### config.mk
export PLATFORM = sky130hd
export DESIGN_NAME = note_sequencer
export DESIGN_NICKNAME = d
export VERILOG_FILES = /design/src/rtl/seq_pkg.sv /design/src/rtl/note_duration_decode.sv /design/src/rtl/note_sequencer.sv
export SDC_FILE = /design/constraint.sdc
export NUM_CORES = 1
export LEC_CHECK = 0
export ABC_CLOCK_PERIOD_IN_PS = 4080
export CORE_UTILIZATION = 39
export CTS_CLUSTER_SIZE = 16
export DETAILED_ROUTE_END_ITERATION = 8
export PLACE_DENSITY = 0.61
export REMOVE_ABC_BUFFERS = 1
export SETUP_SLACK_MARGIN = 0.02
export SLEW_MARGIN = 20
export SYNTH_ARGS = -nofsm -noshare
export SYNTH_HDL_FRONTEND = slang
export SYNTH_HIERARCHICAL = 1
export SYNTH_SLANG_ARGS = --single-unit
### constraint.sdc
create_clock -name clk -period 4.08 [get_ports clk]
set_input_delay 0.816 -clock clk [delete_from_list [all_inputs] [get_ports clk]]
set_output_delay 0.816 -clock clk [all_outputs]
set_load 0.005 [all_outputs]
### src/rtl/seq_pkg.sv
// Shared types for the note sequencer: FSM states, duration classes and the
// code-to-class mapping used by the duration decoder.
package seq_pkg;

    typedef enum logic [2:0] {
        StIdle,
        StFetch,
        StWait,
        StGap,
        StPlay,
        StPaused,
        StDone
    } seq_state_t;

    typedef enum logic [1:0] {
        DUR4,
        DUR8,
        DUR16
    } dur_class_t;

    localparam int unsigned CNT_W = 32;

    localparam logic [1:0] TEMPO_SLOW = 2'd1;
    localparam logic [1:0] TEMPO_FAST = 2'd2;

    // Codes come in banks of quarter/eighth/sixteenth ranges, repeated per octave.
    function automatic dur_class_t dur_class(input logic [5:0] code);
        dur_class_t cls;
        if (code <= 6'd7) begin
            cls = DUR8;
        end else if (code <= 6'd14) begin
            cls = DUR4;
        end else if (code <= 6'd21) begin
            cls = DUR16;
        end else if (code <= 6'd28) begin
            cls = DUR8;
        end else if (code <= 6'd35) begin
            cls = DUR4;
        end else if (code <= 6'd42) begin
            cls = DUR16;
        end else if (code <= 6'd49) begin
            cls = DUR8;
        end else if (code <= 6'd56) begin
            cls = DUR4;
        end else begin
            cls = DUR16;
        end
        return cls;
    endfunction

endpackage

### src/rtl/note_duration_decode.sv
// Combinational decode of a note code (and tempo setting) into the number of
// cycles the note sounds for.
module note_duration_decode
    import seq_pkg::*;
#(
    parameter int unsigned T4_CYC  = 50_000_000,
    parameter int unsigned T8_CYC  = 25_000_000,
    parameter int unsigned T16_CYC = 12_500_000
) (
    input  logic [5:0]       i_code,
    input  logic [1:0]       i_tempo,
    output logic [CNT_W-1:0] o_cycles
);

    logic [CNT_W-1:0] w_base;

    always_comb begin
        w_base = CNT_W'(T8_CYC);
        case (dur_class(i_code))
            DUR4:    w_base = CNT_W'(T4_CYC);
            DUR8:    w_base = CNT_W'(T8_CYC);
            DUR16:   w_base = CNT_W'(T16_CYC);
            default: w_base = CNT_W'(T8_CYC);
        endcase
    end

    always_comb begin
        o_cycles = w_base;
        if (i_tempo == TEMPO_SLOW) begin
            o_cycles = w_base << 1;
        end else if (i_tempo == TEMPO_FAST) begin
            o_cycles = w_base >> 1;
        end
    end

endmodule

### src/rtl/note_sequencer.sv
// Song playback sequencer: fetches note codes from the ROM, times gap and sounding
// intervals, and drives note_code/note_on. Define SEQ_TEMPO_EN to add the tempo port.
module note_sequencer
    import seq_pkg::*;
#(
    parameter int unsigned ADDR_W  = 14,
    parameter int unsigned T4_CYC  = 50_000_000,
    parameter int unsigned T8_CYC  = 25_000_000,
    parameter int unsigned T16_CYC = 12_500_000,
    parameter int unsigned GAP_CYC = 5_000_000
) (
    input  logic              clk,
    input  logic              reset,
    input  logic              start,
    input  logic              pause,
    input  logic              stop,
    input  logic [1:0]        song_sel,
    input  logic [ADDR_W-3:0] song_len,
    output logic              rom_req,
    output logic [ADDR_W-1:0] rom_addr,
    input  logic              rom_valid,
    input  logic [5:0]        rom_code,
    output logic [5:0]        note_code,
    output logic              note_on,
    output logic [ADDR_W-3:0] index,
    output logic              busy,
    output logic              done
`ifdef SEQ_TEMPO_EN
    ,
    input  logic [1:0]        tempo
`endif
);

    localparam logic [CNT_W-1:0] GAP_LAST = CNT_W'(GAP_CYC - 1);

    seq_state_t        r_state, w_state_nxt;
    seq_state_t        r_ret, w_ret_nxt;
    logic [CNT_W-1:0]  r_cnt, w_cnt_nxt;
    logic [1:0]        r_sel, w_sel_nxt;
    logic [ADDR_W-3:0] r_len, w_len_nxt;
    logic [ADDR_W-3:0] r_index, w_index_nxt;
    logic [5:0]        r_code, w_code_nxt;
    logic [1:0]        r_tempo, w_tempo_nxt;
    logic              r_done, w_done_nxt;

    logic [1:0]        w_tempo_in;
    logic [CNT_W-1:0]  w_play_cyc;
    logic [CNT_W-1:0]  w_play_last;
    logic [ADDR_W-3:0] w_index_inc;

`ifdef SEQ_TEMPO_EN
    assign w_tempo_in = tempo;
`else
    assign w_tempo_in = 2'b00;
`endif

    note_duration_decode #(
        .T4_CYC  (T4_CYC),
        .T8_CYC  (T8_CYC),
        .T16_CYC (T16_CYC)
    ) u_dur (
        .i_code   (r_code),
        .i_tempo  (r_tempo),
        .o_cycles (w_play_cyc)
    );

    assign w_play_last = w_play_cyc - CNT_W'(1);
    assign w_index_inc = r_index + 1'b1;

    always_ff @(posedge clk) begin
        if (reset) begin
            r_state <= StIdle;
            r_ret   <= StGap;
            r_cnt   <= '0;
            r_sel   <= '0;
            r_len   <= '0;
            r_index <= '0;
            r_code  <= '0;
            r_tempo <= '0;
            r_done  <= 1'b0;
        end else begin
            r_state <= w_state_nxt;
            r_ret   <= w_ret_nxt;
            r_cnt   <= w_cnt_nxt;
            r_sel   <= w_sel_nxt;
            r_len   <= w_len_nxt;
            r_index <= w_index_nxt;
            r_code  <= w_code_nxt;
            r_tempo <= w_tempo_nxt;
            r_done  <= w_done_nxt;
        end
    end

    always_comb begin
        w_state_nxt = r_state;
        w_ret_nxt   = r_ret;
        w_cnt_nxt   = r_cnt;
        w_sel_nxt   = r_sel;
        w_len_nxt   = r_len;
        w_index_nxt = r_index;
        w_code_nxt  = r_code;
        w_tempo_nxt = r_tempo;
        w_done_nxt  = 1'b0;

        if (stop) begin
            // Abort returns every output-visible register to its reset value.
            w_state_nxt = StIdle;
            w_ret_nxt   = StGap;
            w_cnt_nxt   = '0;
            w_sel_nxt   = '0;
            w_len_nxt   = '0;
            w_index_nxt = '0;
            w_code_nxt  = '0;
            w_tempo_nxt = '0;
        end else begin
            unique case (r_state)
                StIdle: begin
                    if (start) begin
                        w_sel_nxt   = song_sel;
                        w_len_nxt   = song_len;
                        w_index_nxt = '0;
                        w_cnt_nxt   = '0;
                        w_state_nxt = (song_len == '0) ? StDone : StFetch;
                    end
                end
                StFetch: begin
                    w_state_nxt = StWait;
                end
                StWait: begin
                    if (rom_valid) begin
                        w_code_nxt  = rom_code;
                        w_cnt_nxt   = '0;
                        w_state_nxt = StGap;
                    end
                end
                StGap: begin
                    if (r_cnt == GAP_LAST) begin
                        w_cnt_nxt   = '0;
                        w_tempo_nxt = w_tempo_in;
                        w_state_nxt = StPlay;
                    end else begin
                        w_cnt_nxt = r_cnt + CNT_W'(1);
                        if (pause) begin
                            w_ret_nxt   = StGap;
                            w_state_nxt = StPaused;
                        end
                    end
                end
                StPlay: begin
                    // The cycle in which pause is seen still counts; the note never
                    // loses or gains sounding cycles across a pause.
                    if (r_cnt == w_play_last) begin
                        w_cnt_nxt = '0;
                        if (w_index_inc == r_len) begin
                            w_state_nxt = StDone;
                        end else begin
                            w_index_nxt = w_index_inc;
                            w_state_nxt = StFetch;
                        end
                    end else begin
                        w_cnt_nxt = r_cnt + CNT_W'(1);
                        if (pause) begin
                            w_ret_nxt   = StPlay;
                            w_state_nxt = StPaused;
                        end
                    end
                end
                StPaused: begin
                    if (!pause) begin
                        w_state_nxt = r_ret;
                    end
                end
                StDone: begin
                    w_done_nxt  = 1'b1;
                    w_state_nxt = StIdle;
                end
                default: begin
                    w_state_nxt = StIdle;
                end
            endcase
        end
    end

    assign rom_req   = (r_state == StFetch);
    assign rom_addr  = {r_sel, r_index};
    assign note_code = r_code;
    assign note_on   = (r_state == StPlay) && (r_code != 6'd0);
    assign index     = r_index;
    assign busy      = (r_state != StIdle);
    assign done      = r_done;

endmodule

# Word-level counts from Yosys, hierarchy flattened
# Index checks and enable logic that the tools add are counted.
[totals]
inputBits = 26
reg_bits = 71
output_inout_bits = 36
word_cells = 87
[op_classes]
addsub = 3
order_cmp = 8
n_reduce_logical = 16
muxes = 33
eq_ne = 19
[ops]
columns = ["operator", "count"]
rows = [
  ["2-to-1 mux 32 bit", 4],
  ["case mux 32 bit (4 select lines)", 1],
  ["case mux 26 bit (2 select lines)", 1],
  ["2-to-1 mux 12 bit", 3],
  ["2-to-1 mux 3 bit", 12],
  ["adder 32 x 1 -> 32 bit (second input constant)", 1],
  ["== test 32 x 23 -> 1 bit (second input constant)", 1],
  ["== test 32 bit", 1],
  ["subtractor 32 x 1 -> 32 bit (second input constant)", 1],
  ["<= comparator 6 bit (second input constant)", 4],
  ["case mux 12 bit (2 select lines)", 1],
  ["inequality test 2 bit (second input constant)", 9],
  ["case mux 3 bit (6 select lines)", 1],
  ["2-to-1 mux 2 bit", 8],
  ["adder 12 x 1 -> 12 bit (second input constant)", 1],
  ["== test 12 bit", 1],
  ["<= comparator 6 x 5 -> 1 bit (second input constant)", 2],
  ["zero test 12 bit", 1],
  ["== test 3 bit (second input constant)", 3],
  ["== test 3 x 2 -> 1 bit (second input constant)", 2],
  ["<= comparator 6 x 3 -> 1 bit (second input constant)", 1],
  ["<= comparator 6 x 4 -> 1 bit (second input constant)", 1],
  ["case mux 3 bit (2 select lines)", 1],
  ["AND reduction 3 bit", 2],
  ["other kinds (14)", 16],
]

# Logic depth before layout (Yosys ltp)
[depth]
depth_word = 15
mapped_depth = 20
mapped_depth_nobuf = 14

# By module
# The synthesis kept the hierarchy.
[by_module_without_submodules]
columns = ["module", "seq_area_each_um2", "cells_each", "area_each_um2", "n_inst"]
rows = [
  ["note_sequencer", 1401.3, 687, 5182.5, 1],
  ["note_duration_decode", 0.0, 74, 528.0, 1],
]

# Worst setup path after synthesis
# OpenSTA, ideal clock, no wires.
[synth_path]
path_type = "reg2reg"
from = "register r_code[4], in the netlist note_code[4]"
to = "register r_ret[1]"
arrival_ns = 3.658
period_less_slack_ns = 3.780
stages_incl_launch_ff = 17
path_buffers = 2
setup_ns = 0.122
required_time_ns = 3.958
path_slack_ns = 0.300
path_cell_list = "dfxtp_1 buf_4 a211oi_1 o21ai_1 a41oi_2 a21oi_1 o21ai_0 xnor2_1 a311o_1 a221oi_1 o2111ai_1 and4b_1 and4_1 and2_1 buf_2 o21ai_1 o311a_1"
[synth_between]
elab_chain_len = 15
word_cells_on_any_way = 23
classes_between = "add/sub: 1; order compare: 8; eq/ne: 3; mux: 9; reduce/logical: 2"
[synth_rtl]
columns = ["element", "line_no", "text"]
rows = [
  ["from (decl)", "note_sequencer.sv:42", "logic [5:0] r_code, w_code_nxt;"],
  ["from (signal assigned)", "note_sequencer.sv:88", "r_code <= w_code_nxt;"],
  ["<= comparator 6 bit", "seq_pkg.sv:43", "end else if (code <= 6'd56) begin"],
  ["2-to-1 mux 2 bit", "seq_pkg.sv:43", ""],
  ["2-to-1 mux 2 bit", "seq_pkg.sv:41", "end else if (code <= 6'd49) begin"],
  ["2-to-1 mux 2 bit", "seq_pkg.sv:39", "end else if (code <= 6'd42) begin"],
  ["2-to-1 mux 2 bit", "seq_pkg.sv:37", "end else if (code <= 6'd35) begin"],
  ["2-to-1 mux 2 bit", "seq_pkg.sv:35", "end else if (code <= 6'd28) begin"],
  ["2-to-1 mux 2 bit", "seq_pkg.sv:33", "end else if (code <= 6'd21) begin"],
  ["2-to-1 mux 2 bit", "seq_pkg.sv:31", "end else if (code <= 6'd14) begin"],
  ["2-to-1 mux 2 bit *", "seq_pkg.sv:29", "if (code <= 6'd7) begin"],
  ["== test 2 bit / zero test 2 bit (equally long branches)", "note_duration_decode.sv:19", "case (dur_class(i_code))"],
  ["case mux 26 bit (2 select lines) *", "note_duration_decode.sv:19", ""],
  ["named net w_play_cyc[10]", "note_sequencer.sv:47", "logic [CNT_W-1:0] w_play_cyc;"],
  ["subtractor 32 x 1 -> 32 bit *", "note_sequencer.sv:67", "assign w_play_last = w_play_cyc - CNT_W'(1);"],
  ["== test 32 bit *", "note_sequencer.sv:152", "if (r_cnt == w_play_last) begin"],
  ["inequality test 2 bit (no source line) *", "--", ""],
  ["AND reduction 5 bit (no source line) *", "--", ""],
  ["to (signal assigned)", "note_sequencer.sv:73", "r_ret <= StGap;"],
  ["to (signal assigned)", "note_sequencer.sv:83", "r_ret <= w_ret_nxt;"],
  ["to (decl)", "note_sequencer.sv:37", "seq_state_t r_ret, w_ret_nxt;"],
]
# The timed path passes the listed nets; every way through them passes the cells marked *.
# A chain may end at the register's enable or synchronous reset.

# Worst setup path in the final report
[layout_path]
from = "register r_code[4], in the netlist note_code[4]"
to = "register r_cnt[30]"
[layout_between]
elab_chain_len = 15
word_cells_on_any_way = 23
classes_between = "add/sub: 1; order compare: 8; eq/ne: 2; mux: 11; reduce/logical: 1"
[layout_rtl]
columns = ["element", "line_no", "text"]
rows = [
  ["<= comparator 6 bit", "seq_pkg.sv:43", ""],
  ["2-to-1 mux 2 bit", "seq_pkg.sv:43", ""],
  ["2-to-1 mux 2 bit", "seq_pkg.sv:41", ""],
  ["2-to-1 mux 2 bit", "seq_pkg.sv:39", ""],
  ["2-to-1 mux 2 bit", "seq_pkg.sv:37", ""],
  ["2-to-1 mux 2 bit", "seq_pkg.sv:35", ""],
  ["2-to-1 mux 2 bit", "seq_pkg.sv:33", ""],
  ["2-to-1 mux 2 bit", "seq_pkg.sv:31", ""],
  ["2-to-1 mux 2 bit *", "seq_pkg.sv:29", ""],
  ["== test 2 bit / zero test 2 bit (equally long branches)", "note_duration_decode.sv:19", ""],
  ["case mux 26 bit (2 select lines) *", "note_duration_decode.sv:19", ""],
  ["named net w_play_cyc[7]", "note_sequencer.sv:47", ""],
  ["subtractor 32 x 1 -> 32 bit *", "note_sequencer.sv:67", ""],
  ["== test 32 bit *", "note_sequencer.sv:152", ""],
  ["2-to-1 mux 32 bit *", "note_sequencer.sv:152", ""],
  ["case mux 32 bit (4 select lines) *", "note_sequencer.sv:116", "unique case (r_state)"],
  ["to (signal assigned)", "note_sequencer.sv:84", "r_cnt <= w_cnt_nxt;"],
  ["to (decl)", "note_sequencer.sv:38", "logic [CNT_W-1:0] r_cnt, w_cnt_nxt;"],
]
# Marks and branches as above.

==> impl_metrics.json <==
{
  "outcome": "finished, violations left",
  "violations": "max-slew violations",
  "setup_viol": 0,
  "nets": 823,
  "post-route-period-util_pct": 94.0,
  "globalplace.congestion": 0.903,
  "fmax_mhz": 261,
  "htree_levels": 3,
  "routed_wl_um": 16200,
  "seqCellArea_sq_um": 1410,
  "top_layer": "met4",
  "dp.final_hpwl_um": 11800,
  "clockBufferDepth": 2,
  "crit_family": "compound AO/OA/AOI/OAI gates",
  "arrival_ns": 4.07,
  "syn_to_final_growth_pct": 18.1,
  "viasPerCell": 5.89,
  "synthCells": 761,
  "layout-drive-gt1-share_pct": 9.65,
  "drc": 0,
  "fp.dieW_um": 123,
  "cap_violations": 0,
  "route.met2.wl_um": 7800,
  "crit_path_max_fanout": 14,
  "crit_chain": "a211oi_1 > o21ai_1 > a41oi_2 > buf_4 > a211oi_2 > a21o_1 > nand2b_1 > nor3_4 > mux2_1 > mux2i_1 > a2111o_1 > and4bb_1 > a221oi_4 > buf_6 > clkbuf_16 > a21o_1 > a22o_1",
  "grt_pass1_wl_um": 25900,
  "fin_crit_ns": 3.83,
  "met1_length_um": 7200,
  "ir_worst_vdd_mv": 0.170,
  "dr_total_vias": 5765,
  "tightest_slew_ns": 2.72,
  "synth_async_sr_flop_share_pct": 0,
  "start_util_pct": 40.5,
  "synth_top_cell_by_area": "dfxtp_1",
  "final_antenna_net_count": 0,
  "path_clk_slew_ns": 0.06,
  "core_area_sq_um": 14100,
  "fillers": 1401,
  "multi_input_area_sq_um": 3840,
  "fin_ws_ns": 0.247,
  "drv_slew": 15,
  "synth_area_leaders": "dfxtp_1 (25%), xnor2_1 (5.8%), nand2_1 (5.5%)",
  "start_kind": "flop",
  "slew-limit-headroom_pct": -83.0,
  "crit_path_top_delay_cell": "a2111o_1",
  "post-place-cells": 956,
  "clock_skew_ns": 0.00765,
  "yosysUniqueCellTypes": 89,
  "antenna_cells": 0,
  "fp.dieH_um": 123,
  "clkLatencyLatePin_ns": 0.34,
  "leakage_nw": 2.28,
  "end_kind": "flop",
  "finalHoldViolCount": 0,
  "io_buffers": 61,
  "dp_slack_ns": 0.107,
  "first_pass_iters": 5,
  "crit_type": "reg -> reg",
  "root_buffer": "clkbuf_16",
  "final_cells": 978,
  "avgSynthCellArea_sq_um": 7.50,
  "synth_edf_count": 0,
  "required_ns": 4.32,
  "drtIter0Drc": 338,
  "grt_pass1_vias": 5296,
  "synth_top_area_share_pct": 24.5,
  "die_area_sq_um": 15100,
  "ctsHoldBuffers": 0,
  "grt_use_total_pct": 21.7,
  "rsz0062_at_grt": "no",
  "powerDensity_nw_per_um2": 263,
  "slowest_delay_ns": 0.42,
  "yosysWarnings": 6,
  "yosysSeqAreaShare_pct": 24.5,
  "syn_area_sq_um": 5710,
  "ioPinCount": 62,
  "numCtsBuffers": 9,
  "clock_sinks": 70,
  "ys.flop_type": "dfxtp_1",
  "grt_max_degree": 59,
  "holdWs_ns": 0.462,
  "dr_wl_met3_um": 754,
  "cts_tree": "done",
  "path_common_cell": "a21o_1",
  "rows": 43,
  "path_buf_inv": 3,
  "post-route-util_pct": 47.8,
  "wl_per_cell_um": 16.6,
  "ys_seq_elements": 70,
  "grt_overflow": 0,
  "hp-class": "reg -> reg",
  "grt_antenna_before_repair": 0
}
-- state kept, by name (all words and copies together), names as in the netlist --
register   count
index         12
r_state        3
r_cnt         32
r_len         12
r_ret          2
note_code      6
r_sel          2
done           1
-- through the flow --
stage / total power [W] / area [sq um] / TNS (ns)
floorplan: 0.000843 / 5310 / -15.98
global placement: 0.000915 / 6290 / 0
detailed placement: 0.000919 / 6290 / 0
CTS: 0.00178 / 6620 / 0
global route: 0.00184 / 6740 / 0
finish: 0.00178 / 6740 / 0
-- synth_stat cells (19+ instances only) --
master,instances
inv_1,25
dfxtp_1,70
a31oi_1,19
xor2_1,27
nand3_1,35
buf_4,31
a21oi_1,51
nor3_1,21
clkbuf_1,36
nand4_1,19
nor2_1,61
nor4_1,26
nand2_1,83
xnor2_1,38
-- layout make-up --
class	count	share of cell area, %
inverters	26	1.45
clock inverters	3	1.00
well taps	180	3.34
repair buffers	86	12.6
multi-input cells	601	56.9
clock buffers	12	3.80
flip-flops and latches	70	20.9
-- layout by cell type (no fill, tap or decap), types with 5 or more instances in the layout --
| master | count |
|---|---|
| a21oi_1 | 51 |
| a31oi_1 | 19 |
| and2_1 | 6 |
| and3_1 | 12 |
| buf_4 | 21 |
| clkbuf_16 | 11 |
| clkdlybuf4s50_1 | 61 |
| conb_1 | 17 |
| dfxtp_1 | 65 |
| dfxtp_2 | 5 |
| inv_1 | 25 |
| mux2i_1 | 13 |
| nand2_1 | 83 |
| nand2b_1 | 13 |
| nand3_1 | 35 |
| nand4_1 | 19 |
| nor2_1 | 61 |
| nor3_1 | 20 |
| nor3b_1 | 5 |
| nor4_1 | 26 |
| o211ai_1 | 7 |
| o21a_1 | 6 |
| o21ai_0 | 13 |
| o21ai_1 | 8 |
| or2_2 | 6 |
| or3_1 | 9 |
| xnor2_1 | 38 |
| xor2_1 | 27 |
-- worst min-delay path: cells and delay by family, from the launching register on --
family           cells  cell delay, ns
AO/OA/AOI/OAI        1            0.05
AND/OR/NAND/NOR      1            0.05
flip-flops           1            0.31
-- metal layers --
layer,vias to the layer above,track usage [%]
met5,-,0
met4,0,9.79
met3,35,3.87
met2,180,36.4
met1,2762,27.0
li1,2788,-
-- logic make-up (layout without fill, tap and decap cells) --
logic type / Yosys count / after routing / synth area share, %
AOI/OAI and AO/OA: 167 / 167 / 20.2
xor gates and xnor gates: 66 / 66 / 10.3
adders and majority gates: 4 / 4 / 0.855
buffers and inverters: 104 / 127 / 9.66
DFF: 70 / 70 / 24.5
muxes: 16 / 16 / 2.87
other: 3 / 17 / 0.197
and+or+nand+nor: 331 / 331 / 31.4
-- repair_timing --
item                       4_1_cts  5_1_grt
hold endpoints to repair         0        0
gates resized for setup          0       13
buffers inserted                 0        6
setup endpoints to repair        0       48
-- worst paths after layout --
check | endpoint | slack (ns) | cells after the start | start
max | r_cnt[30]$_SDFFE_PP0P_ | 0.25 | 17 | note_code[4]$_SDFFE_PP0P_
min | r_sel[0]$_SDFFE_PP0P_ | 0.46 | 2 | r_sel[0]$_SDFFE_PP0P_
min reg2reg | r_sel[0]$_SDFFE_PP0P_ | 0.46 | 2 | r_sel[0]$_SDFFE_PP0P_
max reg2reg | r_cnt[30]$_SDFFE_PP0P_ | 0.25 | 17 | note_code[4]$_SDFFE_PP0P_
-- where the power goes --
group	internal [W]	total [W]	switching, W
logic	0.0000930	0.000216	0.000123
registers	0.000690	0.000698	0.00000788
clock network	0.000565	0.000861	0.000296
Power figures use the tool's default switching activity.
